[src/rtl/vga_timing.sv]
// VGA raster timing generator: single-clock h/v counters with registered
// sync/blank decode, line/frame strobes and a clk-cycle delay line on sync/blank.
//
// Ports:
//   clk, reset (sync, active-high), pix_en (pixel advance enable)
//   hcount/vcount    current pixel column / line
//   hsync/vsync/blank_n   decoded for the hcount/vcount shown on the same cycle
//   line_start/frame_start  one-clk strobes when the position becomes (0,*)/(0,0)
//   hsync_d/vsync_d/blank_n_d   sync/blank delayed PIPE_DELAY clk cycles
module vga_timing #(
    parameter int H_ACTIVE   = 200,
    parameter int H_FP       = 10,
    parameter int H_SYNC     = 32,
    parameter int H_BP       = 22,
    parameter int V_ACTIVE   = 600,
    parameter int V_FP       = 1,
    parameter int V_SYNC     = 4,
    parameter int V_BP       = 23,
    parameter int SYNC_POL   = 1,
    parameter int PIPE_DELAY = 1
) (
    input  logic       clk,
    input  logic       reset,
    input  logic       pix_en,
    output logic [9:0] hcount,
    output logic [9:0] vcount,
    output logic       hsync,
    output logic       vsync,
    output logic       blank_n,
    output logic       line_start,
    output logic       frame_start,
    output logic       hsync_d,
    output logic       vsync_d,
    output logic       blank_n_d
);

    localparam int H_TOTAL = H_ACTIVE + H_FP + H_SYNC + H_BP;
    localparam int V_TOTAL = V_ACTIVE + V_FP + V_SYNC + V_BP;

    localparam logic [9:0] H_LAST = 10'(H_TOTAL - 1);
    localparam logic [9:0] V_LAST = 10'(V_TOTAL - 1);

    // 11-bit thresholds so an active width of 1024 still compares correctly
    localparam logic [10:0] H_ACT   = 11'(H_ACTIVE);
    localparam logic [10:0] H_S_LO  = 11'(H_ACTIVE + H_FP);
    localparam logic [10:0] H_S_HI  = 11'(H_ACTIVE + H_FP + H_SYNC - 1);
    localparam logic [10:0] V_ACT   = 11'(V_ACTIVE);
    localparam logic [10:0] V_S_LO  = 11'(V_ACTIVE + V_FP);
    localparam logic [10:0] V_S_HI  = 11'(V_ACTIVE + V_FP + V_SYNC - 1);

    localparam logic SYNC_ON  = (SYNC_POL != 0);
    localparam logic SYNC_OFF = !SYNC_ON;

    logic [9:0] hcount_q, hcount_d;
    logic [9:0] vcount_q, vcount_d;
    logic       hs_q, hs_d;
    logic       vs_q, vs_d;
    logic       bl_q, bl_d;
    logic       ls_q, ls_d;
    logic       fs_q, fs_d;
    logic       h_wrap, v_wrap;
    logic [10:0] h_ext, v_ext;

    always_comb begin
        h_wrap   = (hcount_q == H_LAST);
        v_wrap   = (vcount_q == V_LAST);
        hcount_d = hcount_q;
        vcount_d = vcount_q;
        ls_d     = 1'b0;
        fs_d     = 1'b0;
        if (pix_en) begin
            hcount_d = h_wrap ? 10'd0 : hcount_q + 10'd1;
            if (h_wrap) begin
                vcount_d = v_wrap ? 10'd0 : vcount_q + 10'd1;
            end
            ls_d = h_wrap;
            fs_d = h_wrap && v_wrap;
        end
        // Decode from the next position so the registered flags line up
        // with the counter values they describe.
        h_ext = {1'b0, hcount_d};
        v_ext = {1'b0, vcount_d};
        hs_d  = (h_ext >= H_S_LO && h_ext <= H_S_HI) ? SYNC_ON : SYNC_OFF;
        vs_d  = (v_ext >= V_S_LO && v_ext <= V_S_HI) ? SYNC_ON : SYNC_OFF;
        bl_d  = (h_ext < H_ACT) && (v_ext < V_ACT);
    end

    always_ff @(posedge clk) begin
        if (reset) begin
            hcount_q <= H_LAST;
            vcount_q <= V_LAST;
            hs_q     <= SYNC_OFF;
            vs_q     <= SYNC_OFF;
            bl_q     <= 1'b0;
            ls_q     <= 1'b0;
            fs_q     <= 1'b0;
        end else begin
            hcount_q <= hcount_d;
            vcount_q <= vcount_d;
            hs_q     <= hs_d;
            vs_q     <= vs_d;
            bl_q     <= bl_d;
            ls_q     <= ls_d;
            fs_q     <= fs_d;
        end
    end

    assign hcount      = hcount_q;
    assign vcount      = vcount_q;
    assign hsync       = hs_q;
    assign vsync       = vs_q;
    assign blank_n     = bl_q;
    assign line_start  = ls_q;
    assign frame_start = fs_q;

    // Delay line runs every clk (ROM latency is in clk cycles, not pixels).
    if (PIPE_DELAY == 0) begin : g_nopipe
        assign hsync_d   = hs_q;
        assign vsync_d   = vs_q;
        assign blank_n_d = bl_q;
    end else begin : g_pipe
        logic [PIPE_DELAY-1:0] hs_pipe_q, hs_pipe_d;
        logic [PIPE_DELAY-1:0] vs_pipe_q, vs_pipe_d;
        logic [PIPE_DELAY-1:0] bl_pipe_q, bl_pipe_d;

        always_comb begin
            hs_pipe_d[0] = hs_q;
            vs_pipe_d[0] = vs_q;
            bl_pipe_d[0] = bl_q;
            for (int i = 1; i < PIPE_DELAY; i++) begin
                hs_pipe_d[i] = hs_pipe_q[i-1];
                vs_pipe_d[i] = vs_pipe_q[i-1];
                bl_pipe_d[i] = bl_pipe_q[i-1];
            end
        end

        always_ff @(posedge clk) begin
            if (reset) begin
                hs_pipe_q <= {PIPE_DELAY{SYNC_OFF}};
                vs_pipe_q <= {PIPE_DELAY{SYNC_OFF}};
                bl_pipe_q <= '0;
            end else begin
                hs_pipe_q <= hs_pipe_d;
                vs_pipe_q <= vs_pipe_d;
                bl_pipe_q <= bl_pipe_d;
            end
        end

        assign hsync_d   = hs_pipe_q[PIPE_DELAY-1];
        assign vsync_d   = vs_pipe_q[PIPE_DELAY-1];
        assign blank_n_d = bl_pipe_q[PIPE_DELAY-1];
    end

endmodule
[config.mk]
export PLATFORM = sky130hd
export DESIGN_NAME = vga_timing
export DESIGN_NICKNAME = d
export VERILOG_FILES = /design/src/rtl/vga_timing.sv
export SDC_FILE = /design/constraint.sdc
export NUM_CORES = 1
export LEC_CHECK = 0
export CORE_MARGIN = 2
export CORE_UTILIZATION = 45
export CTS_CLUSTER_SIZE = 10
export DETAILED_ROUTE_END_ITERATION = 6
export MAX_ROUTING_LAYER = met4
export PLACE_DENSITY = 0.71
export SYNTH_ARGS = -nofsm -noshare
export SYNTH_HDL_FRONTEND = slang
export SYNTH_SLANG_ARGS = --single-unit
[constraint.sdc]
create_clock -name clk -period 2.4 [get_ports clk]
set_clock_uncertainty 0.15 [all_clocks]
set_input_delay 0.36 -clock clk [delete_from_list [all_inputs] [get_ports clk]]
set_output_delay 0.36 -clock clk [all_outputs]
set_load 0.005 [all_outputs]
==> reports/qor.csv, run 1 <==
stage;metric;value;unit
cts;H-tree Lvls;1;
cts;clock transition at the registers of the reported paths;150;ps
critical_path;Worst EP arrival;2430;ps
floorplanning;Initial Util;47.10;%
detailed_routing;vias;1597;
synthesis;post-synthesis compound-gate area fraction;15.01;%
synthesis;Synth Area in Adders;1.580;%
detailed_routing;1st-iter DRT viols;108;
placed_design;RePlAce Congestion;0.9715;
critical_path;crit-path max FO;4;
detailed_routing;Routed Wire Length;4.226;mm
job;Max-cap violations;0;
global_route;total grt overflow;0;
floorplanning;CORE AREA;3363;sq um
global_route;initial antenna violation count;0;
floorplanning;die height;63.33;um
synthesis;mux cell area share after synthesis;0.7109;%
synthesis;EDFF count, synth;0;
synthesis;ys async rst share;0;%
finish;commonest non-fill, non-tap cell in the layout;buf_4;
sta;WHS;328.0;ps
synthesis;largest family of logic cells by synthesized area;simple AND/OR/NAND/NOR gates;
critical_path;data required time of the worst path;2490;ps
power_and_ir_drop;pwr/cell area;576.3;nW/um^2
synthesis;Syn Area/Cell;8.471;sq um
placed_design;DP HPWL;3.259;mm
power_and_ir_drop;Seq pwr share;40.9;%
power_and_ir_drop;Pleak;0.9006;nW
finish;commonest cells after routing, fill and taps aside;39 x buf_4, 30 x clkdlybuf4s50_1, 23 x dfxtp_1, 15 x nand2_1, 15 x a21oi_1;
detailed_routing;Post-route DRC;0;
sta;FMAX;426.1;MHz
power_and_ir_drop;sw frac;32.14;%
floorplanning;FP Rows;21;
global_route;gr usage total;22.66;%
synthesis;Ys Warns;0;
floorplanning;die footprint;4011;sq um
global_route;first-pass GRT wire length;7.155;mm
cts;CTS sink cnt;28;
power_and_ir_drop;worst vdd ir;0.0003584;V
synthesis;post-synthesis xor/xnor area fraction;3.870;%
sta;min Tclk post-route;2347;ps
cts;clk buf depth;2;
finish;layout cells sized above 1;29.32;%
synthesis;Seq/Total Area, Yosys;35.39;%
placed_design;port bufs;30;
synthesis;Post-Synth Simple-Gate Area;37.68;%
synthesis;Mapped Cells;187;
global_route;largest net degree at the start of global routing;16;
sta;final hold violation count;0;
placed_design;DP Area;2167;sq um
critical_path;CP Launch Type;primary input;
sta;Worst Tran Pin Value;318.0;ps
power_and_ir_drop;Clk pwr share;17.9;%
critical_path;cell breakdown of the critical path;clkdlybuf4s50_1 > and3_1 > nand4_4 > or4_1 > and3_4 > nand4bb_4 > a2111oi_2;
cts;Hold-fix buffers, CTS;0;
hold_path;Hold Crit Class;flip-flop to flip-flop;
critical_path;Setup crit end kind;flip-flop;
synthesis;ys flop type;dfxtp_1;
global_route;number of global-route vias before repair;1501;
synthesis;post-synth cell types;54;
sta;final worst-path cycle share;97.79;%
sta;max-slew violations;0;
detailed_routing;Post-DRT Antenna Nets;0;
cts;Worst-Skew Late Latency;330;ps
finish;Design Area, Final;2267;sq um
power_and_ir_drop;Logic pwr share;41.2;%
critical_path;Crit Path Category;primary input to flip-flop;
finish;Final Net Count;255;
finish;Layout area overhead;43.13;%
cts;CTS tree;yes;
synthesis;Yosys reg bits;28;
finish;diode count;0;
status;outcome;completed;
finish;Layout fillers;301;
power_and_ir_drop;switching power;419.9;uW
synthesis;Cell Area, Synth;1584;sq um
sta;RSZ-0062 raised after global routing;true;
detailed_routing;DR WL/cell;14.33;um
detailed_routing;TritonRoute pass-1 iters;4;
floorplanning;I/O Pins;31;
sta;Final Setup Violations;0;
cts;clk root buf;clkbuf_4;
floorplanning;Die X;63.33;um
detailed_routing;Vias/cell;5.414;
sta;Slew Limit Headroom;78.69;%
critical_path;slowest cell delay on critical path;510;ps
power_and_ir_drop;Pint;886.7;uW
critical_path;Worst path slowest cell;or4_1;
cts;CTS Buf Count;3;
synthesis;Synth Net Count;192;
==> cell families (layout without fill, tap and decap cells) <==
logic type,after synthesis,after routing
adder cells (fa/ha/maj),2,2
AO/OA/AOI/OAI,38,38
multiplexers,1,1
buffers and inverters,18,80
flip-flops,28,28
XOR/XNOR,7,7
AND/OR/NAND/NOR,93,93
==> stage by stage <==
| stage | power (mW) | setup TNS (ps) | util (%) | instances | worst slack (ps) |
|---|---|---|---|---|---|
| 6_report | 1.307 | 0 | 67.41 | 295 | 53.05 |
| 5_1_grt | 1.383 | -108.2 | 67.41 | 295 | -108.2 |
| 4_1_cts | 1.294 | -7.519 | 66.22 | 295 | -7.519 |
| 3_5_place_dp | 1.043 | -1023 | 64.43 | 290 | -328.7 |
| 3_3_place_gp | 1.029 | -832.3 | 64.43 | 290 | -271.3 |
| 2_1_floorplan | 0.8185 | 0 | - | 187 | 2.855 |
==> worst paths after layout <==
check            start  endpoint  slack, ps  cells past startpoint
max             pix_en     vsync         50                      7
min              vsync   vsync_d        330                      1
max reg2reg  hcount[1]     vsync         50                      7
min reg2reg      vsync   vsync_d        330                      1
==> cell usage after synthesis, types with 2 or more instances <==
library cell   n  area [sq um]
dfxtp_1       28         560.5
a21oi_1       16         80.08
nand2_1       15         56.30
nand3_1       11         55.05
nor2_1        11         41.29
inv_1          7         26.28
nor3_1         7         35.03
o21ai_0        7         35.03
and3_1         6         37.54
nand4_1        6         37.54
buf_2          4         20.02
clkbuf_1       4         15.01
nand2b_1       4         25.02
nor2b_1        4         25.02
or3_1          4         25.02
xor2_1         4         35.03
xnor2_1        3         26.28
a211oi_1       2         15.01
buf_6          2         22.52
ha_1           2         25.02
nand3b_1       2         15.01
nor3b_1        2         15.01
nor4_1         2         12.51
o21bai_1       2         15.01
or2_2          2         12.51
or4_1          2         15.01
==> registers in the layout, indices dropped and copies added (netlist names) <==
signal / count
blank_n: 1
blank_n_d: 1
frame_start: 1
hcount: 10
hsync: 1
hsync_d: 1
line_start: 1
vcount: 10
vsync: 1
vsync_d: 1
==> cell type report <==
class | instances | area (sq um) | share of cell area [%]
inverter | 7 | 26.28 | 1.159
clock buffer | 4 | 36.28 | 1.600
tap | 46 | 57.56 | 2.539
timing repair buffer | 69 | 593.1 | 26.16
multi-input combinational | 141 | 987.2 | 43.54
sequential | 28 | 566.8 | 25.00
==> power by group through the flow <==
stage	Combinational [mW]	Clock, mW	Sequential, mW
2_1_floorplan	0.275	0	0.543
3_3_place_gp	0.492	0	0.538
3_5_place_dp	0.504	0	0.539
4_1_cts	0.523	0.239	0.532
5_1_grt	0.585	0.258	0.539
6_report	0.539	0.234	0.534
==> worst max-delay path, delay by kind of cell <==
family,cells,cell delay (ps)
AND/OR/NAND/NOR,5,1310
buffers and inverters,1,480
AO/OA/AOI/OAI,1,290
==> per-layer routing <==
layer | part of all wire, % | GRT usage, % | routed length (um) | vias to the layer above
met3 | 4.5 | 3.393 | 189 | 2
met4 | 0.43 | 3.261 | 18 | 0
met1 | 46 | 29.60 | 1945 | 747
met5 | 0 | - | 0 | -
met2 | 49 | 38.03 | 2073 | 51
li1 | - | - | - | 797
==> repair_timing <==
item                       CTS  global route
pin swaps                    0             1
setup endpoints to repair    1             4
gates resized for setup      5             9
setup buffers                1             0
No activity file was read; power rests on OpenSTA's default activity.
==> inputs of run 2 (changes only) <==
- ABC_AREA: not set -> 1
- CORE_UTILIZATION: 45 -> 40
- PLACE_DENSITY: 0.71 -> 0.64
==> run 2 against run 1 <==
Against the previous run:
- sequential power increased by 0.7%
- synthesized area up 2.1%
- via count increased by 1.2%
- worst setup slack gained 170 ps
- sequential cell count stayed put
- first-iteration DRC count is 28% lower
- worst hold slack got worse by 56 ps
- sequential share of layout area grew 2.1 points
- largest cell class unchanged
- critical endpoint unchanged
- final area down 8.7%
- cell count is 13% higher
- clock-buffer cell count is the same
- combinational power down 20%
==> reports/qor.csv, run 2 <==
stage;metric;value;unit
cts;Worst-Skew Late Latency;280;ps
synthesis;Yosys top cell area share;34.67;%
power_and_ir_drop;pwr/cell area;612.0;nW/um^2
global_route;first-pass GRT wire length;6.534;mm
placed_design;RePlAce Congestion;0.8902;
sta;worst setup margin;226.1;ps
power_and_ir_drop;Pwr Total;1.266;mW
critical_path;flop2flop setup slack;230;ps
critical_path;worst flop-to-flop path startpoint;vcount[1];
sta;Final Setup Violations;0;
critical_path;data required time of the worst path;2430;ps
placed_design;dpl cells;330;
global_route;total grt overflow;0;
floorplanning;die height;67.57;um
critical_path;Worst EP arrival;2210;ps
cts;clk root buf;clkbuf_8;
critical_path;crit-path max FO;5;
placed_design;DP HPWL;3.122;mm
synthesis;Cell Area, Synth;1617;sq um
critical_path;R2R depth;12;
detailed_routing;vias;1616;
synthesis;Synth Net Count;252;
cts;CTS sink cnt;28;
detailed_routing;Post-DRT Antenna Nets;0;
synthesis;ys async rst share;0;%
floorplanning;Initial Util;41.00;%
synthesis;ranking of synthesized cells by area;dfxtp_1 35%, nand2_1 14%, nor2_1 9.8%, inv_1 8.1%, nand3_1 6.5%;
synthesis;Mapped Cells;247;
critical_path;CP startpoint;vcount[1];
detailed_routing;TritonRoute pass-1 iters;4;
finish;Layout area overhead;28.02;%
sta;Slew Limit Headroom;73.45;%
cts;H-tree Lvls;1;
finish;layout cells sized above 1;10.21;%
critical_path;Setup crit end;vsync;
finish;fin util;52.49;%
floorplanning;Die X;67.57;um
critical_path;CP Launch Type;flip-flop;
critical_path;Setup crit end kind;flip-flop;
synthesis;post-synth cell types;27;
floorplanning;die footprint;4566;sq um
sta;final hold violation count;0;
sta;min Tclk post-route;2174;ps
detailed_routing;DR WL/cell;11.71;um
critical_path;Crit Path Category;flip-flop to flip-flop;
synthesis;Seq/Total Area, Yosys;34.67;%
critical_path;RR Endpoint;vsync;
cts;clk buf depth;2;
finish;Layout Cells excl Fill;334;
detailed_routing;Routed Wire Length;3.910;mm
finish;diode count;0;
synthesis;Yosys reg bits;28;
detailed_routing;1st-iter DRT viols;78;
finish;commonest non-fill, non-tap cell in the layout;nand2_1;
synthesis;Yosys top cell by area;dfxtp_1;
sta;FMAX;460.0;MHz
floorplanning;I/O Pins;31;
sta;WHS;271.8;ps
detailed_routing;Post-route DRC;0;
cts;clock transition at the registers of the reported paths;100;ps
cts;CTS tree;yes;
power_and_ir_drop;worst vdd ir;0.0003005;V
global_route;initial antenna violation count;0;
placed_design;pre-CTS WS;156.7;ps
global_route;number of global-route vias before repair;1412;
finish;Design Area, Final;2069;sq um
floorplanning;FP Rows;23;
sta;final worst-path cycle share;90.58;%
job;Max-cap violations;0;
sta;setup tns final;0;ps
synthesis;ys flop type;dfxtp_1;
placed_design;DP Area;2013;sq um
status;outcome;completed;
power_and_ir_drop;Pleak;0.9484;nW
floorplanning;CORE AREA;3943;sq um
sta;max-slew violations;0;
synthesis;Syn Area/Cell;6.545;sq um
finish;Final Net Count;290;
placed_design;port bufs;30;
sta;Worst Tran Pin Value;395.2;ps
global_route;largest net degree at the start of global routing;16;
finish;commonest cells after routing, fill and taps aside;60 x nand2_1, 42 x nor2_1, 35 x inv_1, 30 x clkdlybuf4s50_1, 27 x dfxtp_1;
synthesis;Post-synth top cells;60 x nand2_1, 42 x nor2_1, 35 x inv_1;
hold_path;Hold Crit Class;flip-flop to flip-flop;
synthesis;EDFF count, synth;0;
finish;Layout fillers;388;
detailed_routing;Vias/cell;4.838;
cts;CTS Buf Count;3;
synthesis;count leader, synth;nand2_1;
global_route;gr usage total;19.53;%
synthesis;Ys Warns;0;
sta;RSZ-0062 raised after global routing;false;
cts;Hold-fix buffers, CTS;0;
==> run 2: changes by cell type in the layout (fill, tap and decap cells not counted), moves of 4 or more <==
cell / previous run / this run
nand2_1: 15 / 60
buf_4: 39 / 7
nor2_1: 11 / 42
inv_1: 7 / 35
a21oi_1: 15 / 5
nand3_1: 11 / 21
nand4_1: 6 / 12
and3_1: 5 / 0
nor2_4: 0 / 5
dfxtp_1: 23 / 27
dfxtp_2: 5 / 1
nand2b_1: 4 / 0
nor2b_1: 4 / 0
or3_1: 4 / 0
==> run 2: how the worst min path moves through the flow <==
stage,from,end,cells after the start,slack [ps]
global placement,vsync,vsync_d,2,260
CTS,vsync,vsync_d,2,280
detailed placement,vsync,vsync_d,2,260
finish,vsync,vsync_d,2,270
floorplan,blank_n,blank_n_d,2,270
global route,vsync,vsync_d,2,290
==> run 2: cell families after synthesis <==
family	after synthesis	share of synthesized area, %
XOR/XNOR	5	2.709
AO/OA/AOI/OAI	15	5.186
buffers and inverters	41	9.830
adder cells (fa/ha/maj)	2	1.548
AND/OR/NAND/NOR	156	46.05
flip-flops	28	34.68
==> run 2: what timing repair did <==
item,in CTS,in global routing
gates resized for setup,0,1
setup buffers,0,0
setup endpoints to repair,0,1
endpoints found under the hold margin,0,0
==> run 2: worst max-delay path: stages, from the launching register on <==
cell,delay (ps)
dfxtp_1,430
ha_1,280
inv_1,70
nor2_1,200
nand2_1,150
nor2_1,150
nand3_1,90
nand2_1,70
nand2_1,90
nand2_1,100
nand2_1,90
a21oi_1,150
nor2_1,50
==> run 2: layer usage <==
layer | global-route usage (%) | vias up | part of all wire [%]
met5 | - | - | 0
met3 | 2.000 | 4 | 4.3
met4 | 5.357 | 0 | 1.2
met1 | 27.69 | 715 | 49
li1 | - | 855 | -
met2 | 29.29 | 42 | 45
==> run 2: cell type report <==
cell class | count | area, sq um | area share [%]
multi-input combinational | 178 | 897.1 | 43.35
timing repair buffer | 37 | 352.8 | 17.05
inverter | 37 | 140.1 | 6.771
sequential | 28 | 561.8 | 27.15
clock buffer | 4 | 55.05 | 2.660
tap | 50 | 62.56 | 3.023
==> run 2: where the power goes <==
group / leakage, nW / switching [mW] / internal (mW) / total (mW)
logic: 0.692 / 0.254 / 0.177 / 0.431
clock network: 0.0288 / 0.150 / 0.147 / 0.297
registers: 0.228 / 0.0395 / 0.499 / 0.538
total: 0.948 / 0.444 / 0.823 / 1.27
